[config.mk]
export PLATFORM = sky130hd
export DESIGN_NAME = bip_control
export DESIGN_NICKNAME = d
export VERILOG_FILES = /design/src/rtl/bip_pkg.sv /design/src/rtl/bip_control_decoder.sv /design/src/rtl/bip_control.sv
export SDC_FILE = /design/constraint.sdc
export NUM_CORES = 1
export LEC_CHECK = 0
export ABC_AREA = 1
export BUFFER_PORTS_ARGS = -buffer_cell sky130_fd_sc_hd__buf_2
export CAP_MARGIN = 10
export CORE_AREA = 2 2 112 103
export CTS_CLUSTER_DIAMETER = 200
export DETAILED_ROUTE_END_ITERATION = 8
export DIE_AREA = 0 0 114 105
export GPL_TIMING_DRIVEN = 1
export PLACE_DENSITY = 0.53
export SKIP_LAST_GASP = 1
export SYNTH_ARGS = -nofsm -noshare
export SYNTH_HDL_FRONTEND = slang
export SYNTH_SLANG_ARGS = --single-unit
export TNS_END_PERCENT = 1
[constraint.sdc]
create_clock -name CLK -period 2.8 [get_ports CLK]
set_input_delay 0.42 -clock CLK [delete_from_list [all_inputs] [get_ports CLK]]
set_output_delay 0.42 -clock CLK [all_outputs]
set_load 0.005 [all_outputs]
[src/rtl/bip_pkg.sv]
// bip_pkg: shared opcodes, datapath select encodings, FSM state codes and control bundle for the BIP control unit
package bip_pkg;
    localparam logic [4:0] OPC_HLT  = 5'd0;
    localparam logic [4:0] OPC_STO  = 5'd1;
    localparam logic [4:0] OPC_LD   = 5'd2;
    localparam logic [4:0] OPC_LDI  = 5'd3;
    localparam logic [4:0] OPC_ADD  = 5'd4;
    localparam logic [4:0] OPC_ADDI = 5'd5;
    localparam logic [4:0] OPC_SUB  = 5'd6;
    localparam logic [4:0] OPC_SUBI = 5'd7;
    localparam logic [1:0] SRC_DM  = 2'd0;
    localparam logic [1:0] SRC_IMM = 2'd1;
    localparam logic [1:0] SRC_ALU = 2'd2;
    localparam logic SELB_IMM = 1'b0;
    localparam logic SELB_DM  = 1'b1;
    localparam logic ALU_ADD = 1'b0;
    localparam logic ALU_SUB = 1'b1;
    localparam logic [2:0] S_IDLE   = 3'd0;
    localparam logic [2:0] S_FETCH  = 3'd1;
    localparam logic [2:0] S_DECODE = 3'd2;
    localparam logic [2:0] S_EXEC   = 3'd3;
    localparam logic [2:0] S_HALT   = 3'd4;
    typedef struct packed {
        logic       wr_acc;
        logic [1:0] sel_a;
        logic       sel_b;
        logic       op;
        logic       wr_ram;
        logic       rd_ram;
        logic       is_hlt;
    } ctrl_t;
endpackage

[src/rtl/bip_control_decoder.sv]
// bip_decoder: combinational opcode to control-bundle map
//   i_opc  in  5        instruction opcode
//   o_ctl  out ctrl_t   {wr_acc, sel_a, sel_b, op, wr_ram, rd_ram, is_hlt}
module bip_decoder
    import bip_pkg::*;
(
    input  logic [4:0] i_opc,
    output ctrl_t      o_ctl
);
    logic w_alu;
    assign w_alu = i_opc inside {OPC_ADD, OPC_ADDI, OPC_SUB, OPC_SUBI};
    always_comb begin
        o_ctl.wr_acc = w_alu || i_opc == OPC_LD || i_opc == OPC_LDI;
        o_ctl.sel_a  = (i_opc == OPC_LDI) ? SRC_IMM : w_alu ? SRC_ALU : SRC_DM;
        o_ctl.sel_b  = (i_opc == OPC_ADD || i_opc == OPC_SUB) ? SELB_DM : SELB_IMM;
        o_ctl.op     = (i_opc == OPC_SUB || i_opc == OPC_SUBI) ? ALU_SUB : ALU_ADD;
        o_ctl.wr_ram = i_opc == OPC_STO;
        o_ctl.rd_ram = i_opc inside {OPC_LD, OPC_ADD, OPC_SUB};
        o_ctl.is_hlt = i_opc == OPC_HLT;
    end
endmodule

[src/rtl/bip_control.sv]
// bip_control: three-cycle FETCH/DECODE/EXEC control unit for the BIP accumulator processor
//   CLK, RESET_N     clock, asynchronous active-low reset
//   START            one-cycle pulse that leaves IDLE
//   PM_DATA/PM_ADDR  synchronous program memory (PM_ADDR = PC)
//   DM_ADDR, RD_RAM, WR_RAM          data memory address and strobes
//   OPERAND, SEL_A, SEL_B, OP, WR_ACC datapath controls
//   HALTED, CYCLE_CNT                status for the debug unit
module bip_control
    import bip_pkg::*;
#(
    parameter int PC_W  = 11,
    parameter int CNT_W = 32
) (
    input  logic             CLK,
    input  logic             RESET_N,
    input  logic             START,
    input  logic [15:0]      PM_DATA,
    output logic [PC_W-1:0]  PM_ADDR,
    output logic [PC_W-1:0]  DM_ADDR,
    output logic             RD_RAM,
    output logic             WR_RAM,
    output logic [10:0]      OPERAND,
    output logic [1:0]       SEL_A,
    output logic             SEL_B,
    output logic             OP,
    output logic             WR_ACC,
    output logic             HALTED,
    output logic [CNT_W-1:0] CYCLE_CNT
);
    logic [2:0]       r_state;
    logic [2:0]       w_next;
    logic [PC_W-1:0]  r_pc;
    logic [15:0]      r_ir;
    logic [CNT_W-1:0] r_cnt;
    logic             w_dec;
    logic             w_exe;
    logic             w_busy;
    logic [4:0]       w_opc;
    ctrl_t            w_ctl;
    assign w_dec  = r_state == S_DECODE;
    assign w_exe  = r_state == S_EXEC;
    assign w_busy = w_dec || w_exe || r_state == S_FETCH;
    // One decoder serves both phases: the incoming word in DECODE, the latched IR in EXEC.
    assign w_opc  = w_dec ? PM_DATA[15:11] : r_ir[15:11];
    bip_decoder u_dec (
        .i_opc(w_opc),
        .o_ctl(w_ctl)
    );
    always_comb begin
        w_next = (r_state == S_IDLE)   ? (START ? S_FETCH : S_IDLE) :
                 (r_state == S_FETCH)  ? S_DECODE :
                 (r_state == S_DECODE) ? (w_ctl.is_hlt ? S_HALT : S_EXEC) :
                 (r_state == S_EXEC)   ? S_FETCH : S_HALT;
    end
    always_ff @(posedge CLK or negedge RESET_N) begin
        if (!RESET_N) begin
            r_state <= S_IDLE;
            r_pc    <= '0;
            r_ir    <= '0;
            r_cnt   <= '0;
        end else begin
            r_state <= w_next;
            if (w_dec) r_ir <= PM_DATA;
            if (w_exe) r_pc <= r_pc + PC_W'(1);
            if (w_busy && r_cnt != '1) r_cnt <= r_cnt + CNT_W'(1);
        end
    end
    // Strobes decode straight from the state register so an asynchronous reset clears them at once.
    assign PM_ADDR   = r_pc;
    assign DM_ADDR   = w_dec ? PC_W'(PM_DATA[10:0]) : w_exe ? PC_W'(r_ir[10:0]) : '0;
    assign RD_RAM    = w_dec && w_ctl.rd_ram;
    assign WR_RAM    = w_exe && w_ctl.wr_ram;
    assign WR_ACC    = w_exe && w_ctl.wr_acc;
    assign SEL_A     = w_exe ? w_ctl.sel_a : SRC_DM;
    assign SEL_B     = w_exe ? w_ctl.sel_b : SELB_IMM;
    assign OP        = w_exe ? w_ctl.op : ALU_ADD;
    assign OPERAND   = r_ir[10:0];
    assign HALTED    = r_state == S_HALT;
    assign CYCLE_CNT = r_cnt;
endmodule

==> run_results.csv <==
group,metric,value,unit
grt,overflow,0,
timing,setup_slack,368,ps
final_layout,nNetsFinal,647,
synthesis,netlist.area_leader.share,0.416,
drt,drc,0,
grt,grt_pass1_vias,3247,
cts,cts_buffers,9,
synthesis,seq_area_frac_synth,0.416,
final_layout,drive_gt1_frac,0.200,
synthesis,async_flop_share,1.00,
setup_path,critPathLaunchType,"register",
placed_design,globalplace.congestion,0.876,
timing,rsz0062_at_grt,"no",
drt,vias,3513,
die,dieArea,12000,um^2
setup_path,required,2380,ps
hold_path,hold_path_class,"input pin to async pin",
final_layout,fillers,1130,
timing,period_needed,2430,ps
cts,cts.clk_slew.worst_paths,60,ps
cts,htree_levels,3,
power,p_total,2.04,mW
cts,clock_path_buffers,2,
cts,clkSinkCount,62,
timing,max_slew_margin,0.597,
placed_design,pre_cts_slack,710,ps
synthesis,yosysWarnings,0,
cts,ctsResizeCount,0,
grt,grt_max_degree,33,
grt,antenna_found_initial,0,
die,initial_core_util,0.348,
timing,finalSetupTns,0,ps
setup_path,critical_path_class,"register to primary output",
timing,post-route-period-util,0.869,
outcome,status,"finished, final reports clean",
setup_path,endpoint_kind,"primary output",
cts,holdBufCountCts,0,
synthesis,yosysMostFrequentCell,"nand2_1",
die,die_h,105,um
synthesis,synth_area,3730,um^2
drt,first_pass_iters,4,
final_layout,num_antenna_cells,0,
final_layout,area_delta_synth_final,21.0,%
timing,fin_skew,7.11,ps
grt,grt_pass1_wl,16100,um
placed_design,dpl.hpwl,7180,um
cts,cts-root-buf,"clkbuf_16",
cts,post_cts_buffers,0,
die,ios,92,
power,irDropWorstVdd,0.238,mV
synthesis,ys.flop_type,"dfrtp_1",
synthesis,synth_edf_count,0,
synthesis,synth.net_count,561,
timing,setup_viol,0,
final_layout,fin_cells,764,
synthesis,yosys.area.top_type,"dfrtp_1",
synthesis,syn_avg_cell_area,6.91,um^2
cts,insertion_delay,330,ps
power,p_leak,2.40,nW
cts,tritoncts,"done",
final_layout,finish.utilization,0.422,
die,fp.dieW,114,um
timing,drv_slew,0,
timing,max_freq,0.411,GHz
drt,ant_nets,0,
setup_path,path_max_fanout,24,
synthesis,synthCells,540,
drt,drtIter0Drc,237,
die,core,10700,um^2
grt,grtUsageTotal,0.169,
synthesis,ys_top_cells_by_count,"nand2_1 (220), nor2_1 (67), dfrtp_1 (62)",
placed_design,placed_cells,748,
timing,worstMarginPinSlew,604,ps
synthesis,ys_seq_elements,62,
synthesis,synth_cell_type_count,26,
setup_path,cp.arrival,2010,ps
drt,routed_wire_length_per_instance,12.4,um
die,rows,36,
synthesis,yosys-top-cells-area,"dfrtp_1 (42%), nand2_1 (22%), nor2_1 (6.7%)",
drt,vias_per_cell,4.60,
flow_run,drv_cap,0,
placed_design,portBuffers,91,
drt,totalWireLength,9490,um
power,powerDensity,451,nW/um^2
timing,hold_violations,0,
## cells in the final DEF, fill, tap and decap left out, types with 4 or more instances in the layout
cell type  count
xor2_1        11
o21ai_1        5
o21ai_0       25
nor2_1        67
nand4_1        4
nor2_2         4
nand3_1       33
xnor2_1       12
clkbuf_16      9
dfrtp_1       62
nand2_1      220
buf_2         91
inv_1         55
## routing by layer
layer | vias up | global-route usage | wire length [um] | part of all wire
li1 | 1822 | - | - | -
met1 | 1580 | 0.232 | 4570 | 0.48
met2 | 99 | 0.259 | 4220 | 0.44
met3 | 12 | 0.0400 | 531 | 0.056
met4 | 0 | 0.0575 | 167 | 0.018
met5 | - | 0 | 0 | 0
## sequential cells by signal, indices dropped and copies added, names as in the netlist
name and count:
PM_ADDR 11, CYCLE_CNT 32, r_state 3, r_ir 16
## report_power, final
group          switching [mW]  internal (mW)
registers                   0          0.896
logic                  0.0225         0.0109
clock network           0.424          0.685
## path summary, 6_finish.rpt
path,from,endpoint,slack (ps),depth (start not counted)
worst max register to register,CYCLE_CNT[1],CYCLE_CNT[20],800,10
worst min register to register,PM_ADDR[10],PM_ADDR[10],480,1
min in group CLK,PM_DATA[10],r_ir[10],310,3
worst max-delay path,r_state[2],SEL_A[0],370,9
max in group asynchronous,RESET_N,PM_ADDR[3],1960,2
worst min-delay path,RESET_N,CYCLE_CNT[1],90,1
## final cells by class
| cell class | count | area [um^2] | area share |
|---|---|---|---|
| Clock buffer | 10 | 229 | 0.0507 |
| Clock inverter | 6 | 62.6 | 0.0138 |
| Tap cell | 133 | 166 | 0.0368 |
| Multi-Input combinational cell | 398 | 1800 | 0.398 |
| Sequential cell | 62 | 1550 | 0.343 |
| Timing Repair Buffer | 94 | 478 | 0.106 |
| Inverter | 61 | 231 | 0.0512 |
## through the flow
step	hold slack, ps	cell area [um^2]
after floorplan	124	3730
after global placement	453	4230
after detailed placement	465	4230
after CTS	112	4520
after global routing	138	4520
final	92.8	4520
## worst max-delay path, stage by stage (launching register included)
cell,delay [ps]
dfrtp_1,440
inv_2,120
nand2_1,70
nor2_2,140
buf_4,260
nand2_1,80
nand2_1,150
nand2_1,90
nor3_1,180
buf_2,140
## cells by family after synthesis
kind of cell	after synthesis	share of synthesized area
xor gates and xnor gates	23	0.0540
DFF	62	0.416
AOI/OAI and AO/OA	30	0.0402
buffers and inverters	80	0.102
adders and majority gates	2	0.00670
and+or+nand+nor	343	0.381
Power figures use the tool's default switching activity.
